[config.mk]
export PLATFORM = sky130hd
export DESIGN_NAME = motor_cmd_arbiter_flat
export DESIGN_NICKNAME = d
export VERILOG_FILES = /design/src/rtl/motor_cmd_arbiter_if.sv /design/src/rtl/motor_cmd_arbiter.sv /design/src/flat_wrapper.sv
export SDC_FILE = /design/constraint.sdc
export NUM_CORES = 1
export LEC_CHECK = 0
export BUFFER_PORTS_ARGS = -buffer_cell sky130_fd_sc_hd__clkbuf_2
export CAP_MARGIN = 20
export CORE_MARGIN = 10
export CORE_UTILIZATION = 35
export CTS_CLUSTER_DIAMETER = 50
export DETAILED_ROUTE_END_ITERATION = 10
export PLACE_DENSITY_LB_ADDON = 0.12
export SLEW_MARGIN = 20
export SYNTH_ARGS = -nofsm -noshare
export SYNTH_HDL_FRONTEND = slang
export SYNTH_SLANG_ARGS = --single-unit
[constraint.sdc]
create_clock -name CLK -period 2.9 [get_ports CLK]
set_input_delay 0.58 -clock CLK [delete_from_list [all_inputs] [get_ports CLK]]
set_output_delay 0.58 -clock CLK [all_outputs]
set_load 0.05 [all_outputs]
[src/rtl/motor_cmd_arbiter_if.sv]
// motor_cmd_arbiter_if: command handshakes from the IR/UART decoders, proximity input, motor/PWM status outputs
//   master: decoder/sensor side (drives valid/cmd/prox_stat, observes ready and motor status)
//   slave : arbiter side (drives ready, motor_stat, duty, cmd_src, busy, cmd_err)
interface motor_cmd_arbiter_if;
  logic       ir_valid;
  logic [2:0] ir_cmd;
  logic       ir_ready;
  logic       uart_valid;
  logic [2:0] uart_cmd;
  logic       uart_ready;
  logic [3:0] prox_stat;
  logic [2:0] motor_stat;
  logic [6:0] duty;
  logic       cmd_src;
  logic       busy;
  logic       cmd_err;
  modport master (
    output ir_valid, ir_cmd, uart_valid, uart_cmd, prox_stat,
    input  ir_ready, uart_ready, motor_stat, duty, cmd_src, busy, cmd_err
  );
  modport slave (
    input  ir_valid, ir_cmd, uart_valid, uart_cmd, prox_stat,
    output ir_ready, uart_ready, motor_stat, duty, cmd_src, busy, cmd_err
  );
endinterface

[src/rtl/motor_cmd_arbiter.sv]
// motor_cmd_arbiter: arbitrates IR/UART motor commands with brake dead-time and a stale-command watchdog
//   CLK, RESET : clock and synchronous active-high reset
//   bus        : motor_cmd_arbiter_if.slave (IR/UART valid-ready handshakes, prox_stat in,
//                motor_stat/duty/cmd_src/busy/cmd_err registered out)
//   OBSTACLE_STOP_EN : when defined, forward motion is braked while prox_stat <= STOP_THRESH
module motor_cmd_arbiter #(
  parameter int         TIMEOUT_CYCLES = 5_000_000,
  parameter int         DEAD_CYCLES    = 500_000,
  parameter logic [3:0] NEAR_THRESH    = 4'd8,
  parameter logic [6:0] FAR_DUTY       = 7'd60,
  parameter logic [6:0] NEAR_DUTY      = 7'd40,
  parameter logic [3:0] STOP_THRESH    = 4'd2
) (
  input logic CLK,
  input logic RESET,
  motor_cmd_arbiter_if.slave bus
);
  localparam int WW = $clog2(TIMEOUT_CYCLES + 1);
  localparam int CW = $clog2(DEAD_CYCLES + 1);
`ifdef OBSTACLE_STOP_EN
  localparam logic OBST_EN = 1'b1;
`else
  localparam logic OBST_EN = 1'b0;
`endif
  typedef enum logic [1:0] {IDLE, RUN, DEAD, STOP} state_t;
  state_t state, state_n;
  logic [2:0] cur, cur_n, pend, pend_n, cmd, mot_n;
  logic [WW-1:0] wd, wd_n;
  logic [CW-1:0] cnt, cnt_n;
  logic [6:0] duty_n;
  logic accept_ok, xfer_ir, xfer, bad, src_n, err_n, obst, busy_n;
  function automatic logic moving(input logic [2:0] c);
    return c == 3'b001 || c == 3'b010 || c == 3'b100 || c == 3'b101;
  endfunction
  assign accept_ok = !RESET && (state == IDLE || state == RUN);
  assign bus.ir_ready = accept_ok;
  assign bus.uart_ready = accept_ok && !bus.ir_valid;
  assign xfer_ir = bus.ir_valid && accept_ok;
  assign xfer = xfer_ir || (bus.uart_valid && bus.uart_ready);
  assign cmd = xfer_ir ? bus.ir_cmd : bus.uart_cmd;
  assign bad = cmd[2] && cmd[1];
  always_comb begin
    state_n = state;
    cur_n = cur;
    pend_n = pend;
    cnt_n = cnt;
    wd_n = wd;
    src_n = bus.cmd_src;
    err_n = 1'b0;
    case (state)
      IDLE, RUN: begin
        if (state == RUN) begin
          wd_n = wd + 1'b1;
          if (wd == WW'(TIMEOUT_CYCLES - 1)) begin
            state_n = STOP;
            wd_n = '0;
          end
        end
        // an invalid code only pulses the error; a valid one overrides a coincident timeout
        if (xfer && bad) err_n = 1'b1;
        else if (xfer) begin
          src_n = !xfer_ir;
          wd_n = '0;
          if (cmd == 3'b000) begin
            state_n = IDLE;
            cur_n = 3'b000;
          end else if (moving(cmd) && moving(cur) && cmd != cur) begin
            state_n = DEAD;
            pend_n = cmd;
          end else begin
            state_n = RUN;
            cur_n = cmd;
          end
        end
      end
      default: begin
        cnt_n = cnt + 1'b1;
        if (cnt == CW'(DEAD_CYCLES - 1)) begin
          cnt_n = '0;
          state_n = state == DEAD ? RUN : IDLE;
          cur_n = state == DEAD ? pend : 3'b000;
        end
      end
    endcase
  end
  assign obst = OBST_EN && cur_n == 3'b001 && bus.prox_stat <= STOP_THRESH;
  assign busy_n = state_n == DEAD || state_n == STOP;
  assign mot_n = state_n == IDLE ? 3'b000 : (busy_n || obst) ? 3'b011 : cur_n;
  assign duty_n = (mot_n == 3'b000 || mot_n == 3'b011) ? 7'd0 :
                  bus.prox_stat > NEAR_THRESH ? FAR_DUTY : NEAR_DUTY;
  always_ff @(posedge CLK)
    if (RESET) begin
      state <= IDLE;
      cur <= 3'b000;
      pend <= 3'b000;
      wd <= '0;
      cnt <= '0;
      bus.motor_stat <= 3'b000;
      bus.duty <= 7'd0;
      bus.cmd_src <= 1'b0;
      bus.busy <= 1'b0;
      bus.cmd_err <= 1'b0;
    end else begin
      state <= state_n;
      cur <= cur_n;
      pend <= pend_n;
      wd <= wd_n;
      cnt <= cnt_n;
      bus.motor_stat <= mot_n;
      bus.duty <= duty_n;
      bus.cmd_src <= src_n;
      bus.busy <= busy_n;
      bus.cmd_err <= err_n;
    end
endmodule

[src/flat_wrapper.sv]
// flat-port wrapper written by rule: the top's interface ports become plain ports
module motor_cmd_arbiter_flat 
#(
  parameter int         TIMEOUT_CYCLES = 5_000_000,
  parameter int         DEAD_CYCLES    = 500_000,
  parameter logic [3:0] NEAR_THRESH    = 4'd8,
  parameter logic [6:0] FAR_DUTY       = 7'd60,
  parameter logic [6:0] NEAR_DUTY      = 7'd40,
  parameter logic [3:0] STOP_THRESH    = 4'd2
)
  (CLK, RESET, bus_ir_valid, bus_ir_cmd, bus_uart_valid, bus_uart_cmd, bus_prox_stat, bus_ir_ready, bus_uart_ready, bus_motor_stat, bus_duty, bus_cmd_src, bus_busy, bus_cmd_err);
  motor_cmd_arbiter_if bus_i ();
  input logic CLK;
  input logic RESET;
  input wire logic [$bits(bus_i.ir_valid)-1:0] bus_ir_valid;
  input wire logic [$bits(bus_i.ir_cmd)-1:0] bus_ir_cmd;
  input wire logic [$bits(bus_i.uart_valid)-1:0] bus_uart_valid;
  input wire logic [$bits(bus_i.uart_cmd)-1:0] bus_uart_cmd;
  input wire logic [$bits(bus_i.prox_stat)-1:0] bus_prox_stat;
  output wire logic [$bits(bus_i.ir_ready)-1:0] bus_ir_ready;
  output wire logic [$bits(bus_i.uart_ready)-1:0] bus_uart_ready;
  output wire logic [$bits(bus_i.motor_stat)-1:0] bus_motor_stat;
  output wire logic [$bits(bus_i.duty)-1:0] bus_duty;
  output wire logic [$bits(bus_i.cmd_src)-1:0] bus_cmd_src;
  output wire logic [$bits(bus_i.busy)-1:0] bus_busy;
  output wire logic [$bits(bus_i.cmd_err)-1:0] bus_cmd_err;
  assign bus_i.ir_valid = bus_ir_valid;
  assign bus_i.ir_cmd = bus_ir_cmd;
  assign bus_i.uart_valid = bus_uart_valid;
  assign bus_i.uart_cmd = bus_uart_cmd;
  assign bus_i.prox_stat = bus_prox_stat;
  assign bus_ir_ready = bus_i.ir_ready;
  assign bus_uart_ready = bus_i.uart_ready;
  assign bus_motor_stat = bus_i.motor_stat;
  assign bus_duty = bus_i.duty;
  assign bus_cmd_src = bus_i.cmd_src;
  assign bus_busy = bus_i.busy;
  assign bus_cmd_err = bus_i.cmd_err;
  motor_cmd_arbiter #(.TIMEOUT_CYCLES(TIMEOUT_CYCLES), .DEAD_CYCLES(DEAD_CYCLES), .NEAR_THRESH(NEAR_THRESH), .FAR_DUTY(FAR_DUTY), .NEAR_DUTY(NEAR_DUTY), .STOP_THRESH(STOP_THRESH)) u_core (.CLK(CLK), .RESET(RESET), .bus(bus_i));
endmodule
-- Word-level counts from Yosys, hierarchy flattened
Index checks and enable logic that the tools add are counted.
- register bits: 63
- bits of input ports: 14
- output and inout bits: 15
- word-level logic and storage cells: 88
- add/sub/neg operators: 2
- order comparisons: 1
- equal/unequal tests: 16
- multiplexer cells: 26
- bitwise gates (word level): 3
- reduce and logical (&&, ||, !) cells: 30
- operators with widths (operator ; number):
    23-bit 2-to-1 mux ; 4
    3-bit 2-to-1 mux ; 10
    23-bit by 1-bit adder with 23-bit output, second input constant ; 1
    23-bit == test, second input constant ; 1
    19-bit by 1-bit adder with 19-bit output, second input constant ; 1
    19-bit == test, second input constant ; 1
    19-bit 2-to-1 mux ; 1
    2-bit 2-to-1 mux ; 8
    3-bit == test, second input constant ; 4
    1-bit logical OR ; 10
    3-bit by 2-bit == test with 1-bit output, second input constant ; 3
    1-bit logical AND ; 8
    2-bit == test, second input constant ; 3
    3-bit by 1-bit == test with 1-bit output, second input constant ; 2
    3-bit logical NOT ; 2
    2-bit OR reduction ; 3
    5-bit 2-to-1 mux ; 1
    5-bit AND reduction ; 1
    4-bit greater-than comparator, second input constant ; 1
    2-bit logical NOT ; 2
    1-bit logical NOT ; 3
    3-bit inequality test ; 1
    1-bit inverter ; 3
    3-bit AND reduction ; 1
    2 further kinds ; 3

-- Depth between registers and ports, before layout
- word-level depth: 23
- mapped depth: 9

-- Worst setup path before layout
No wires, ideal clock.
- path type: input to register
- start: input RESET
- end: register u_core.bus.duty[4]
- setup time: 0.078 ns
- arrival: 3.354 ns
- required time: 2.822 ns
- setup slack: -0.532 ns
- stages: 8
- buffers on the path: 2
- path through: buf_2 nor3_1 a22o_1 clkbuf_1 a21oi_1 o31ai_1 a2111oi_4 nor3_1
- elaborated cells between the ends (all ways): 40
- RTL lines (element ; line ; RTL):
    start: declaration ; flat_wrapper.sv:14 ; input logic RESET;
    1-bit logical NOT (*) ; motor_cmd_arbiter.sv:35 ; assign accept_ok = !RESET && (state == IDLE || state == RUN);
    1-bit logical AND (*) ; motor_cmd_arbiter.sv:35 ;
    1-bit logical AND (*) ; motor_cmd_arbiter.sv:37 ; assign bus.uart_ready = accept_ok && !bus.ir_valid;
    net bus_uart_ready ; flat_wrapper.sv:21 ; output wire logic [$bits(bus_i.uart_ready)-1:0] bus_uart_ready;
    1-bit logical AND (*) ; motor_cmd_arbiter.sv:39 ; assign xfer = xfer_ir || (bus.uart_valid && bus.uart_ready);
    1-bit logical OR (*) ; motor_cmd_arbiter.sv:39 ;
    2-bit 2-to-1 mux / 1-bit logical AND (equally long branches) ; motor_cmd_arbiter.sv:61, motor_cmd_arbiter.sv:60 ;
    2-bit 2-to-1 mux ; motor_cmd_arbiter.sv:60 ; if (xfer && bad) err_n = 1'b1;
    2-bit 2-to-1 mux ; motor_cmd_arbiter.sv:50 ; case (state)
    2-bit == test ; motor_cmd_arbiter.sv:87 ; assign busy_n = state_n == DEAD || state_n == STOP;
    1-bit logical OR ; motor_cmd_arbiter.sv:87 ;
    3-bit 2-to-1 mux ; motor_cmd_arbiter.sv:88 ; assign mot_n = state_n == IDLE ? 3'b000 : (busy_n || obst) ? 3'b011 : cur_n;
    3-bit 2-to-1 mux (*) ; motor_cmd_arbiter.sv:88 ;
    3-bit by 2-bit == test with 1-bit output / 3-bit logical NOT (equally long branches) ; motor_cmd_arbiter.sv:89 ; assign duty_n = (mot_n == 3'b000 || mot_n == 3'b011) ? 7'd0 :
    1-bit logical OR (*) ; motor_cmd_arbiter.sv:89 ;
    2-bit OR reduction (no source line) (*) ; - ;
    end signal: assignment ; motor_cmd_arbiter.sv:110 ; bus.duty <= duty_n;
    end: declaration ; motor_cmd_arbiter_if.sv:23 ; output ir_ready, uart_ready, motor_stat, duty, cmd_src, busy, cmd_err
The timed path passes the listed nets; every way through them passes the cells marked *.
A chain may end at the register's enable or synchronous reset.

-- Worst setup path in the final report
- start: register u_core.wd[0]
- end: register u_core.bus.duty[4]
- longest elaborated chain between the ends: 13
- elaborated cells between the ends (all ways): 16
- ends and longest elaborated chain (element ; line ; RTL):
    start: declaration ; motor_cmd_arbiter.sv:28 ; logic [WW-1:0] wd, wd_n;
    start signal: assignment ; motor_cmd_arbiter.sv:107 ; wd <= wd_n;
    23-bit == test (*) ; motor_cmd_arbiter.sv:54 ; if (wd == WW'(TIMEOUT_CYCLES - 1)) begin
    2-bit 2-to-1 mux (*) ; motor_cmd_arbiter.sv:54 ;
    2-bit 2-to-1 mux (*) ; motor_cmd_arbiter.sv:52 ; if (state == RUN) begin
    2-bit 2-to-1 mux ; motor_cmd_arbiter.sv:61 ; else if (xfer) begin
    2-bit 2-to-1 mux (*) ; motor_cmd_arbiter.sv:60 ;
    2-bit 2-to-1 mux (*) ; motor_cmd_arbiter.sv:50 ;
    2-bit == test ; motor_cmd_arbiter.sv:87 ;
    1-bit logical OR ; motor_cmd_arbiter.sv:87 ;
    3-bit 2-to-1 mux ; motor_cmd_arbiter.sv:88 ;
    3-bit 2-to-1 mux (*) ; motor_cmd_arbiter.sv:88 ;
    3-bit by 2-bit == test with 1-bit output / 3-bit logical NOT (equally long branches) ; motor_cmd_arbiter.sv:89 ;
    1-bit logical OR (*) ; motor_cmd_arbiter.sv:89 ;
    2-bit OR reduction (no source line) (*) ; - ;
Mark *: on every way between the ends. The rest lies on a longest branch, timed or not.

==> metrics.md <==
| Metric | Value |
|---|---|
| Number of diodes | 0 |
| Hold Path Origin | bus_prox_stat[3] |
| Crit path capture type | flip-flop |
| Layout cells sized above 1 | 0.185 |
| Layout Skew | 0.0104 ns |
| Final hold viol count | 0 |
| TritonCTS Sinks | 58 |
| Synthesis-to-layout area growth | 17.3% |
| Final wirelength | 7150 um |
| Die footprint | 12600 sq um |
| Hold path cells | 3 |
| Main synth FF type | dfxtp_1 |
| R2R Setup Slk | 0.27 ns |
| Final setup violation count | 0 |
| First-pass GRT wire length | 12400 um |
| Hold EP | u_core.bus.duty[4] |
| Detail Route Antenna Nets | 0 |
| Highest clock rate | 380 MHz |
| Post-synth EDFFs | 0 |
| Avg Cell Area, Syn | 8.34 sq um |
| Post-Syn Area | 2980 sq um |
| CTS buffer count | 9 |
| Hold buffers post-CTS | 0 |
| GPL Wtd Cong | 0.817 |
| Initial antenna violation count | 0 |
| Starting density of the core | 0.361 |
| Synth async-reset ratio | 0 |
| Setup TNS | 0 ns |
| Crit path required time | 3.12 ns |
| Wire per inst | 14.1 um |
| Distinct cells, synth | 59 |
| Top Ports | 29 |
| RR Endpoint | u_core.bus.duty[4] |
| Pleak | 1.29 nW |
| Tightest Pin Transition | 0.557 ns |
| Reg2Reg Launch Point | u_core.wd[0] |
| CP Launch Type | flip-flop |
| DR vias/cell | 5.04 |
| Cells on worst reg2reg path | 8 |
| CTS tree | done |
| Worst slew margin | 0.626 |
| IO buf count | 25 |
| Maximum VDD drop | 0.000235 V |
| Die width | 112 um |
| WL met1 | 3520 um |
| Post-route cell area | 3500 sq um |
| Highest Signal Layer | met4 |
| Total of max-cap violations | 0 |
| Post-synthesis cell count | 358 |
| Fin nets | 412 |
| Fin crit period | 2.63 ns |
| Outcome | finished clean |
| Slew Viols, Final | 0 |
| Post-CTS Setup Inserts | 0 |
| Layout filler cell count | 894 |
| Core Box Area | 8260 sq um |
| Post-route DRC | 0 |
| Dpl cell area | 3280 sq um |
| Setup CP Type | flip-flop to flip-flop |
| Detailed Place HPWL | 5240 um |
| Clock Tree Buf Depth | 2 |
| Grt total ovfl | 0 |
| Drt initial violations | 131 |
| CTS Root Cell | clkbuf_8 |
| GR Util All Layers | 0.117 |
| Met3 wire length | 287 um |
| Clock insertion delay at the later pin of the skew report | 0.35 ns |
| Seq/Total Area, Yosys | 0.389 |
| Cell area power density | 572 nW/um^2 |
| RSZ-0062 raised after global routing | false |
| Seq cells post-synth | 58 |
| Register area | 1160 sq um |
| Std-Cell Rows | 33 |
| Largest net degree at the start of global routing | 23 |
| Via count | 2549 |
| CP Data Arrival Time | 2.86 ns |
| Reg clk slew, reported paths | 0.07 ns |
| Vias in the first global route | 2596 |
| Period utilization | 0.909 |
| Die outline height | 112 um |
| Gates resized, CTS repair | 0 |
| Drt first pass iters | 4 |
| Area of the multi-input gates | 1720 sq um |
| Yosys warns | 0 |
| HP Class | input port to flip-flop |
| H-tree levels | 3 |
| DR WL met2 | 3270 um |
| Crit path max fanout | 5 |
==> worst max-delay path by stage <==
stage                  start  depth (start not counted)  slack (ns)                  to
6_report        u_core.wd[0]                          8        0.27  u_core.bus.duty[4]
3_3_place_gp   bus_ir_cmd[1]                          8        0.24  u_core.bus.duty[4]
2_1_floorplan          RESET                          8        0.12  u_core.bus.duty[4]
5_1_grt         u_core.wd[0]                          8        0.03  u_core.bus.duty[4]
4_1_cts         u_core.wd[0]                          8        0.24  u_core.bus.duty[4]
3_5_place_dp   bus_ir_cmd[1]                          8        0.18  u_core.bus.duty[4]
==> where the power goes <==
part	switching (mW)	leakage (nW)	internal (mW)
logic	0.201	0.714	0.120
clock network	0.339	0.109	0.504
registers	0.0192	0.469	0.818
==> stage by stage <==
stage / total power [mW] / util / worst slack [ns] / hold WS, ns / instances
floorplan: 1.09 / - / 0.119 / 0.436 / 360
global placement: 1.18 / 0.397 / 0.243 / 0.449 / 490
detailed placement: 1.18 / 0.397 / 0.184 / 0.450 / 490
CTS: 2.03 / 0.424 / 0.236 / 0.441 / 506
global route: 2.09 / 0.424 / 0.0326 / 0.466 / 506
finish: 2.00 / 0.424 / 0.265 / 0.456 / 506
==> synth_stat cells, drive strengths merged (3+ instances only) <==
master  number  area share
nand4        7       0.015
xnor2       15       0.044
nor2b        5       0.010
or2          4      0.0084
clkbuf       9       0.015
inv          5      0.0063
nand3       16       0.027
buf          8       0.021
xor2        21       0.062
dfxtp       58        0.39
a21boi       3      0.0075
nor2        60       0.076
and2         3      0.0071
o21ai       24       0.042
nor4         4      0.0084
and3        11       0.023
or3          7       0.015
or4          6       0.018
a21oi       15       0.025
mux2i        3       0.010
nand3b       5       0.013
nand2       29       0.036
nor3        10       0.017
==> metal layers <==
metal,vias to the layer above,GRT usage
li1,1321,-
met1,1186,0.144
met2,37,0.188
met3,5,0.0378
met4,0,0.0406
met5,-,0
==> flip-flops by register name, indices dropped and copies added, names as in the netlist <==
register and count:
u_core.bus.busy 1, u_core.bus.cmd_src 1, u_core.cur 3, u_core.wd 23, u_core.state 2, u_core.bus.motor_stat 3
u_core.cnt 19, u_core.pend 3, u_core.bus.cmd_err 1, u_core.bus.duty 2
==> final cells by class <==
cell class	instances	share of cell area
multi-input cells	280	0.491
inverters	5	0.00536
clock buffers	11	0.0404
repair buffers	42	0.0722
flip-flops and latches	58	0.332
well taps	105	0.0375
clock inverters	5	0.0222
==> layout by cell type, fill, tap and decap left out, types with 2 or more instances in the layout <==
master,Yosys,layout
a21boi_0,3,3
a21oi_1,15,15
a22o_1,2,2
and2_1,2,2
and3_1,11,11
buf_4,6,17
bufinv_16,0,2
clkbuf_2,0,25
clkbuf_8,1,10
clkinv_2,0,2
conb_1,1,3
dfxtp_1,58,58
ha_1,2,2
inv_1,5,5
mux2i_1,3,3
nand2_1,29,29
nand2b_1,2,2
nand3_1,16,16
nand3b_1,5,5
nand4_1,7,7
nor2_1,59,59
nor2b_1,5,5
nor3_1,10,9
nor4_1,4,4
o21ai_0,22,22
o31ai_1,2,2
or2_2,3,3
or3_1,6,6
or4_1,4,4
or4_4,2,2
xnor2_1,15,15
xor2_1,21,21
==> critical path, stage by stage (launching register included) <==
cell,delay [ns]
dfxtp_1,0.38
ha_1,0.26
nand4_1,0.14
or4_1,0.52
nor4_1,0.52
nand2_1,0.15
o211a_1,0.30
nand3b_1,0.17
nor3_1,0.06
==> logic make-up (layout without fill, tap and decap cells) <==
family	after synthesis	count (layout)	synth area share
buffers and inverters	22	63	0.0415
XOR/XNOR	36	36	0.106
multiplexers	4	4	0.0138
flip-flops	58	58	0.389
other	1	3	0.00126
AND/OR/NAND/NOR	176	176	0.309
AO/OA/AOI/OAI	59	59	0.131
adder cells (fa/ha/maj)	2	2	0.00838
Power figures use the tool's default switching activity.
